===== config.mk =====
export PLATFORM = sky130hd
export DESIGN_NAME = sprite_mixer
export DESIGN_NICKNAME = d
export VERILOG_FILES = /design/src/rtl/sprite_mixer.sv
export SDC_FILE = /design/constraint.sdc
export NUM_CORES = 1
export LEC_CHECK = 0
export CAP_MARGIN = 20
export CORE_MARGIN = 8
export CORE_UTILIZATION = 55
export CTS_CLUSTER_DIAMETER = 100
export DETAILED_ROUTE_END_ITERATION = 10
export PLACE_DENSITY = 0.82
export SLEW_MARGIN = 25
export SYNTH_ARGS = -nofsm -noshare
export SYNTH_HDL_FRONTEND = slang
export SYNTH_SLANG_ARGS = --single-unit
export TNS_END_PERCENT = 10

===== constraint.sdc =====
create_clock -name CLOCK_25 -period 2.7 [get_ports CLOCK_25]
set_input_delay 0.405 -clock CLOCK_25 [delete_from_list [all_inputs] [get_ports CLOCK_25]]
set_output_delay 0.405 -clock CLOCK_25 [all_outputs]
set_load 0.02 [all_outputs]

===== src/rtl/sprite_mixer.sv =====
// Two-stage sprite compositor: per-pixel layer priority/transparency resolve,
// then a 16x24-bit palette lookup whose updates are deferred to vertical blanking.
module sprite_mixer #(
   parameter int          NUM_LAYERS = 2,
   parameter logic [23:0] BG_COLOR   = 24'h000000
) (
   input  logic                      CLOCK_25,
   input  logic                      reset,
   input  logic [9:0]                next_x,
   input  logic [9:0]                next_y,
   input  logic [4*NUM_LAYERS-1:0]   sprite_codes,
   input  logic [NUM_LAYERS-1:0]     layer_enable,
   input  logic                      pal_wr_en,
   input  logic [3:0]                pal_wr_addr,
   input  logic [23:0]               pal_wr_data,
   output logic                      pal_wr_ready,
   output logic [7:0]                R_out,
   output logic [7:0]                G_out,
   output logic [7:0]                B_out,
   output logic                      frame_start
);

   localparam logic [9:0] H_ACTIVE = 10'd640;
   localparam logic [9:0] V_ACTIVE = 10'd480;

   function automatic logic [23:0] resetEntry(input logic [3:0] idx);
      logic [7:0] r;
      logic [7:0] g;
      logic [7:0] b;
      r = (idx[0] | idx[3]) ? 8'hFF : 8'h00;
      g = (idx[1] | idx[3]) ? 8'hFF : 8'h00;
      b = idx[2] ? 8'hFF : 8'h00;
      return {r, g, b};
   endfunction

   logic [3:0]  winCode_d, winCode_q;
   logic        bgFlag_d, bgFlag_q;
   logic        activeFlag_d, activeFlag_q;
   logic        originFlag_d, originFlag_q;

   logic [23:0] rgb_d, rgb_q;
   logic        frameStart_q;

   logic [23:0] palette_q [16];
   logic        pending_d, pending_q;
   logic [3:0]  pendAddr_d, pendAddr_q;
   logic [23:0] pendData_d, pendData_q;
   logic        accept;
   logic        commit;

   // Highest-index candidate is overwritten by lower ones, so layer 0 wins ties.
   always_comb begin
      winCode_d = 4'h0;
      bgFlag_d  = 1'b1;
      for (int k = NUM_LAYERS - 1; k >= 0; k--) begin
         if (layer_enable[k] && (sprite_codes[4*k +: 4] != 4'h0)) begin
            winCode_d = sprite_codes[4*k +: 4];
            bgFlag_d  = 1'b0;
         end
      end
      activeFlag_d = (next_x < H_ACTIVE) && (next_y < V_ACTIVE);
      originFlag_d = (next_x == 10'd0) && (next_y == 10'd0);
   end

   always_ff @(posedge CLOCK_25) begin
      if (!reset) begin
         winCode_q    <= 4'h0;
         bgFlag_q     <= 1'b0;
         activeFlag_q <= 1'b0;
         originFlag_q <= 1'b0;
      end else begin
         winCode_q    <= winCode_d;
         bgFlag_q     <= bgFlag_d;
         activeFlag_q <= activeFlag_d;
         originFlag_q <= originFlag_d;
      end
   end

   always_comb begin
      rgb_d = 24'h000000;
      if (activeFlag_q) begin
         if (bgFlag_q) begin
            rgb_d = BG_COLOR;
         end else begin
            rgb_d = palette_q[winCode_q];
         end
      end
   end

   always_ff @(posedge CLOCK_25) begin
      if (!reset) begin
         rgb_q        <= 24'h000000;
         frameStart_q <= 1'b0;
      end else begin
         rgb_q        <= rgb_d;
         frameStart_q <= originFlag_q;
      end
   end

   assign R_out       = rgb_q[23:16];
   assign G_out       = rgb_q[15:8];
   assign B_out       = rgb_q[7:0];
   assign frame_start = frameStart_q;

   // One-entry write buffer; it only drains while the incoming row is in blanking.
   assign pal_wr_ready = !pending_q;
   assign accept       = pal_wr_en && pal_wr_ready;
   assign commit       = pending_q && (next_y >= V_ACTIVE);

   always_comb begin
      pending_d  = pending_q;
      pendAddr_d = pendAddr_q;
      pendData_d = pendData_q;
      if (commit) begin
         pending_d = 1'b0;
      end else if (accept) begin
         pending_d  = 1'b1;
         pendAddr_d = pal_wr_addr;
         pendData_d = pal_wr_data;
      end
   end

   always_ff @(posedge CLOCK_25) begin
      if (!reset) begin
         pending_q  <= 1'b0;
         pendAddr_q <= 4'h0;
         pendData_q <= 24'h000000;
      end else begin
         pending_q  <= pending_d;
         pendAddr_q <= pendAddr_d;
         pendData_q <= pendData_d;
      end
   end

   always_ff @(posedge CLOCK_25) begin
      if (!reset) begin
         for (int i = 0; i < 16; i++) begin
            palette_q[i] <= resetEntry(4'(i));
         end
      end else if (commit) begin
         palette_q[pendAddr_q] <= pendData_q;
      end
   end

endmodule


## Yosys cells after proc, flatten, opt, wreduce, memory -nomap -nowiden

Memories as Yosys holds them, arrays and structs flattened. A register that Yosys moved wholly into a read port is not among the register bits.
Index checks and enable logic that the tools add are counted.

- $lt $le $gt $ge: 3
- Muxes and demuxes: 10
- Bitwise operators: 3
- Reduce and logical (&&, ||, !) cells: 16

Operators with widths:

| cell | count |
|---|---|
| 24-bit 2-to-1 mux | 1 |
| 24-bit OR reduction | 1 |
| 10-bit logical NOT | 2 |
| 4-bit 2-to-1 mux | 3 |
| 10-bit by 9-bit >= comparator with 1-bit output (second input constant) | 1 |
| 10-bit < comparator (second input constant) | 1 |
| 10-bit by 9-bit < comparator with 1-bit output (second input constant) | 1 |
| 4-bit nonzero test | 2 |
| 1-bit logical AND | 6 |
| 1-bit 2-to-1 mux | 6 |
| 2-bit OR reduction | 2 |
| 1-bit inverter | 3 |
| 3-bit OR reduction | 1 |
| 2-bit AND reduction | 1 |
| 1-bit logical NOT | 1 |

- Register bits: 37
- Bits in writable memories: 384
- Bits of input ports: 61
- Output and inout bits: 26
- Logic and storage cells: 41
- Memories: 1

Memory list:

| name | words | bits a word | read ports | clocked after memory_dff | wr ports | RTL line | source |
|---|---|---|---|---|---|---|---|
| palette_q | 16 | 24 | 1 | 1 | 16 | 44 | `logic [23:0] palette_q [16];` |

## Depth between registers and ports, before layout

Gate-level depths: netlist (run 1).

- Word-level depth: 7
- Mapped depth: 6
- Mapped depth without buffers: 3

## Worst setup path before layout (run 1)

OpenSTA, ideal clock, no wires.

- Path type: input-to-reg
- Start point: in next_y[5]
- End point: mem palette_q[2][0], enable pin
- Setup time: 384 ps
- Data arrival time: 1824 ps
- Required time: 2316 ps
- Path slack: 492 ps
- Stages on the path: 5
- Path buffers: 2
- Cell sequence: a41o_1 > buf_4 > and4_2 > buf_2 > nand2b_1

RTL lines:

| item | RTL line | source |
|---|---|---|
| from (decl) | 10 | `input logic [9:0] next_y,` |
| to (decl) | 44 |  |

## Final worst setup path (run 1)

- Start point: reg pending_q
- End point: out pal_wr_ready

- Word-level cells in the longest chain between the ends: 1

Ends and longest elaborated chain:

| item | RTL line | source |
|---|---|---|
| from (decl) | 45 | `logic pending_d, pending_q;` |
| from (signal assigned) | 129 | `pending_q <= pending_d;` |
| 1-bit logical NOT | 106 | `assign pal_wr_ready = !pending_q;` |
| to (decl) | 16 | `output logic pal_wr_ready,` |

No other way between the ends.

==> results of run 1 <==
-- through the flow --
stage	power, mW	util [%]	hold slack [ps]	instances	area, um2
floorplan	8.330	-	411.9	1301	19580
global placement	8.713	59.62	497.3	1808	21050
detailed placement	8.744	59.62	502.9	1808	21050
CTS	14.83	63.72	411.2	1891	22500
global route	15.15	63.72	431.5	1891	22500
finish	14.77	63.72	423.4	1891	22500
-- registers in the layout, indices dropped and copies added (netlist names) --
register	flops
rgb_q	24
pendAddr_q	4
pending_q	1
palette_q	384
winCode_q	4
originFlag_q	1
activeFlag_q	1
bgFlag_q	1
pendData_q	24
frame_start	1
-- layout by cell type (no fill, tap or decap), types with 3 or more instances in the layout --
cell type,synthesis,layout
and2_1,90,90
clkinv_1,0,3
clkbuf_16,0,45
nand2_1,94,94
or2b_1,4,4
buf_12,1,14
a21boi_0,32,32
nor2b_1,4,3
clkdlybuf4s50_1,0,85
nand4_4,6,6
inv_1,33,33
and4_1,7,7
clkbuf_8,0,3
nand2b_1,140,140
nor4_1,3,3
bufinv_16,0,5
or2_1,91,91
edfxtp_1,384,384
o221ai_1,24,24
mux4_2,96,96
nor2_1,41,41
or2_2,5,5
buf_4,17,55
mux2i_1,24,24
clkinv_2,0,8
dfxtp_1,61,58
nand3_1,28,28
clkbuf_1,39,17
and3_1,3,3
nand4_2,4,4
-- routing by layer --
layer	part of all wire [%]	vias up	global-route usage [%]	routed length, um
met5	0.028	-	0	13
met4	4.1	2	9.385	1882
met3	6.7	120	3.384	3064
met2	51	522	38.40	23640
met1	38	5699	27.08	17350
li1	-	4932	-	-
-- power by group through the flow --
stage	combinational [mW]	sequential, mW	clock, mW
after floorplan	0.556	7.77	0
after global placement	0.868	7.84	0
after detailed placement	0.890	7.85	0
after CTS	0.898	7.71	6.22
after global routing	0.945	7.72	6.48
final	0.891	7.71	6.16
-- worst max-delay path, stage by stage, from the launching register on --
cell	delay, ps
dfxtp_1	310
buf_4	350
inv_1	80
clkdlybuf4s50_1	550
-- cell families after synthesis --
group           after synthesis  share of synthesized area [%]
simple gates                532                          16.02
compound gates               62                          2.537
buf+inv                     142                          4.051
mux                         120                          12.27
flops                       445                          65.12
-- final cells by class --
type,count,area share [%]
multi-input combinational,714,26.84
timing repair buffer,155,6.884
clock buffer,65,5.472
inverter,33,0.5505
clock inverter,18,0.9731
tap,461,2.564
sequential,445,56.71
-- worst min-delay path by stage --
stage | from | to | slack [ps] | cells after the start
after CTS | pal_wr_addr[3] | pendAddr_q[3]$_SDFFE_PN0P_ | 410 | 3
after detailed placement | pendData_q[3]$_SDFFE_PN0P_ | pendData_q[3]$_SDFFE_PN0P_ | 500 | 2
after global placement | pendData_q[3]$_SDFFE_PN0P_ | pendData_q[3]$_SDFFE_PN0P_ | 500 | 2
after global routing | pal_wr_data[16] | pendData_q[16]$_SDFFE_PN0P_ | 430 | 3
after floorplan | originFlag_q$_SDFF_PN0_ | frame_start$_SDFF_PN0_ | 410 | 1
final | pal_wr_addr[3] | pendAddr_q[3]$_SDFFE_PN0P_ | 420 | 3
==> summary.md, run 1 <==
| Metric | Value |
|---|---|
| Reg2reg end | palette_q[8][8]$_SDFFCE_PN1P_ |
| Total CTS buffers | 45 |
| Detailed placer's ending HPWL | 30350 um |
| Reg area | 12760 um2 |
| RSZ-0062 raised after global routing | no |
| Synthesis-stage register bit count | 445 |
| Min Tclk post-route | 2216 ps |
| EDFF count, synth | 384 |
| Synth top cells by count | edfxtp_1 (384), nand2b_1 (140), mux4_2 (96) |
| Max rail drop VDD | 0.5235 mV |
| Area Growth Syn to Fin | 14.90% |
| DRC Markers | 0 |
| PwrDens | 656.2 nW/um2 |
| Final WS setup | 484.3 ps |
| Hold buffer count at cts | 0 |
| Length in cells of the worst reg-to-reg path | 4 |
| Sequential share of the synthesized area | 65.12% |
| Layout cells sized above 1 | 17.76% |
| Initial DRC Count | 1102 |
| Clock-pin slew on the worst setup and hold paths | 60 ps |
| Top-count cell post-synth | edfxtp_1 |
| Prevailing post-synth register cell | edfxtp_1 |
| H-tree depth | 2 |
| Via/cell ratio | 5.962 |
| Sw Share | 21.30% |
| Routed vias | 11275 |
| Place WS | 196.9 ps |
| Grt total ovfl | 0 |
| Initial core utilization | 55.46% |
| Synth area leader | edfxtp_1 |
| Routed length per instance | 24.30 um |
| IO Count | 87 |
| Footprint of the multi-input gates | 6040 um2 |
| R2R setup slack | 510 ps |
| Global-route wire length before repair | 69910 um |
| Asr flop ratio synth | 0% |
| WL final | 45940 um |
| Drt pass-1 iters | 5 |
| Largest net degree at the start of global routing | 38 |
| Clk buf depth | 3 |
| Worst Skew | 17.81 ps |
| CTS root buf | clkbuf_16 |
| Gate power share | 6.0% |
| Slew @ Worst Pin | 726.1 ps |
| Syn Nets | 1362 |
| Hold WC Path Type | primary input to flip-flop |
| Clock Sinks | 445 |
| Critical Path RT | 2300 ps |
| Worst setup EP type | output pin |
| Crit path arrival time | 1810 ps |
| CTS tree | built |
| Status | complete, no violations |
| Fin crit share | 82.06% |
| Post_cts resized | 0 |
| Pins over their slew limit | 0 |
| Synth top area share | 58.88% |
| Avg Synthesized Cell Area | 15.05 um2 |
| Critical R2R Launch | pendAddr_q[3]$_SDFFE_PN0P_ |
| Fraction of power consumed by sequential logic | 52.2% |
| Final hold vios | 0 |
| Die H | 204.7 um |
| Switching pwr | 3.146 mW |
| Vias in the first global route | 11866 |
| Setup Viol. Count Final | 0 |
| Static leakage | 6.753 nW |
| Synth unique cells | 43 |
| Port bufs | 86 |
| Nets | 1455 |
| Kind of critical path | flip-flop to output pin |
| Crit path to | pal_wr_ready |
| Worst Path Max Fanout | 24 |
| Clock share of power | 41.7% |
| Global Route Usage Sum | 22.04% |
| Fillers | 2417 |
| Latest clock arrival within the worst-skew pair | 540 ps |
| FP Rows | 69 |
| Core Area | 35310 um2 |
| Antenna diodes | 0 |
| Relative max-transition margin | 50.96% |
| Post-CTS setup buffers | 0 |
| Post-Syn Area | 19580 um2 |
| Initial antenna violation count | 1 |
| Fmax achieved | 451.3 MHz |
| Dominant cells by area after synthesis | edfxtp_1 (59%), mux4_2 (11%), dfxtp_1 (6.2%) |
| ANT nets after route | 0 |
| CP startpoint kind | flip-flop |
| Die width | 204.7 um |
| DIE AREA | 41900 um2 |
| Setup TNS | 0 ps |
| Syn Inst Count | 1301 |
| Max-cap viol count | 0 |
| P_int | 11.62 mW |
| Routability cong. | 0.8269 |
| Critical path origin | pending_q$_SDFFE_PP0P_ |
| Warnings, synthesis | 0 |
(Power assumes the default switching activity.)
==> inputs of run 2 (changes only) <==
Clock period 2.7 ns to 2.1 ns, I/O delays scaled along.
==> run 2 against run 1 <==
Compared with the run above:
- critical path type unchanged
- non-clock buffer count is 32 higher
- sequential share of layout area is 1.1 points lower
- clock-buffer cell count is 3 lower
- clock power is 29% higher
==> summary.md, run 2 (same netlist as run 1, synthesis figures left out) <==
| Metric | Value |
|---|---|
| Max-cap viol count | 0 (unchanged) |
| Port bufs | 86 (unchanged) |
| Worst Skew | 17.42 ps (-0.3842 ps) |
| PwrDens | 831.9 nW/um2 (+27%) |
| Placed insts | 1840 (+1.8%) |
| Fmax achieved | 495.4 MHz |
| Final hold vios | 0 (unchanged) |
| Die H | 204.7 um (unchanged) |
| DRC Markers | 0 (unchanged) |
| Max rail drop VDD | 0.6731 mV (+29%) |
| Total CTS buffers | 44 (-2.2%) |
| Final Cell Area | 22930 um2 (+1.9%) |
| Detailed placer's ending HPWL | 29950 um (-1.3%) |
| Grt total ovfl | 0 (unchanged) |
| Clk buf depth | 3 (unchanged) |
| Antenna diodes | 0 (unchanged) |
| Global-route wire length before repair | 70010 um (+0.14%) |
| Worst setup EP type | output pin |
| Nets | 1486 (+2.1%) |
| Relative max-transition margin | 51.54% (+0.58 points) |
| Layout Utilization | 64.95% (+1.2 points) |
| Clock-pin slew on the worst setup and hold paths | 60 ps (about the same) |
| Slew @ Worst Pin | 725.9 ps (-0.2410 ps) |
| Worst Path Max Fanout | 24 (unchanged) |
| Initial antenna violation count | 1 (unchanged) |
| RSZ-0062 raised after global routing | no |
| FP Rows | 69 (unchanged) |
| Biggest regs | palette_q: 384 flops, pendData_q: 24 flops, rgb_q: 24 flops |
| Static leakage | 6.968 nW (+3.2%) |
| Area Growth Syn to Fin | 17.11% |
| Critical path origin | pending_q$_SDFFE_PP0P_ |
| H-tree depth | 2 (unchanged) |
| Largest net degree at the start of global routing | 36 (-5.3%) |
| CTS tree | built |
| ANT nets after route | 0 (unchanged) |
| Reg2reg end | rgb_q[11]$_SDFF_PP0_ |
| Latest clock arrival within the worst-skew pair | 550 ps (about the same) |
| Pwr Total | 19.08 mW (+29%) |
| CTS root buf | clkbuf_16 |
| Max reg flops | 384 (unchanged) |
| Die width | 204.7 um (unchanged) |
| Biggest register | palette_q |
| Critical Path RT | 1780 ps (-520 ps) |
| Routability cong. | 0.8125 (-1.7%) |
| CP startpoint kind | flip-flop |
| Routed vias | 11414 (+1.2%) |
| Post_cts resized | 0 (unchanged) |
| Post-route insts no fill | 1922 (+1.6%) |
| Vias in the first global route | 12010 (+1.2%) |
| Global Route Usage Sum | 21.88% (-0.16 points) |
| Critical R2R Launch | winCode_q[0]$_SDFF_PN0_ |
| Crit path to | pal_wr_ready |
| R2R setup slack | 130 ps (-380 ps) |
| Setup Viol. Count Final | 0 (unchanged) |
| Hold WC Path Type | primary input to flip-flop |
| Routed length per instance | 23.71 um (-2.4%) |
| Drt pass-1 iters | 6 (+1) |
| Status | complete, no violations |
| IO Count | 87 (unchanged) |
| DIE AREA | 41900 um2 (unchanged) |
| Layout cells sized above 1 | 19.85% (+2.1 points) |
| Crit path arrival time | 1700 ps (-110 ps) |
| Kind of critical path | flip-flop to output pin |
| Clock Sinks | 445 (unchanged) |
| Initial DRC Count | 973 (-12%) |
| Commonest non-fill, non-tap cells in the layout | edfxtp_1 (384), nand2b_1 (139), mux4_2 (96) |
| Fin crit share | 96.12% |
| Setup TNS | 0 ps (unchanged) |
| Pins over their slew limit | 0 (unchanged) |
| WL final | 45570 um (-0.81%) |
| Post-CTS setup buffers | 0 (unchanged) |
| Min Tclk post-route | 2018 ps |
| Initial core utilization | 55.46% (unchanged) |
| Most common cell after layout, fill and taps aside | edfxtp_1 |
| Placed Area | 21470 um2 (+2.0%) |
| Hold buffer count at cts | 0 (unchanged) |
| Length in cells of the worst reg-to-reg path | 5 (+1) |
| Core Area | 35310 um2 (unchanged) |
| Via/cell ratio | 5.939 (-0.40%) |
[run 2: final cells by class]
cell class              count  area (um2)
multi-input cells         714        6042
clock inverters            20       235.2
clock buffers              62        1230
repair buffers            187        1964
flip-flops and latches    445       12760
fillers                  2335       12380
inverters                  33       123.9
well taps                 461       576.8
[run 2: per-stage QoR]
stage / worst slack [ps] / hold slack [ps]
3_5_place_dp: -101.9 / 475.9
3_3_place_gp: -76.06 / 482.8
2_1_floorplan: -45.82 / 390.5
4_1_cts: 58.63 / 288.3
6_report: 81.55 / 308.0
5_1_grt: 5.928 / 294.4
[run 2: critical path: stages (launching register included)]
cell and delay (ps):
dfxtp_1 320, buf_12 170, inv_1 70, clkdlybuf4s50_1 600
[run 2: report_power, final]
part	total, mW	switching, mW	internal (mW)
logic	1.23	0.656	0.569
clock network	7.96	3.24	4.72
registers	9.89	0.165	9.73
[run 2: worst min-delay path by stage]
stage | slack, ps | cells past startpoint | to | startpoint
3_5_place_dp | 480 | 1 | frame_start$_SDFF_PN0_ | originFlag_q$_SDFF_PN0_
5_1_grt | 290 | 3 | winCode_q[1]$_SDFF_PN0_ | reset
4_1_cts | 290 | 3 | winCode_q[1]$_SDFF_PN0_ | reset
6_report | 310 | 3 | pendData_q[5]$_SDFFE_PN0P_ | reset
3_3_place_gp | 480 | 1 | frame_start$_SDFF_PN0_ | originFlag_q$_SDFF_PN0_
2_1_floorplan | 390 | 1 | originFlag_q$_SDFF_PN0_ | next_y[8]
[run 2: layer usage]
metal  vias up  global-route usage [%]  part of all wire (%)
met4         2                   9.051                   3.9
li1       4989                       -                     -
met1      5817                   26.09                    36
met3       108                   3.210                   6.9
met5         -                       0                 0.018
met2       498                   39.21                    53
==> inputs of run 3 (changes only) <==
Settings changed: SKIP_LAST_GASP set to 1.
==> results of run 3 <==
The final DEF is identical to that of run 2; final timing and power are the same.
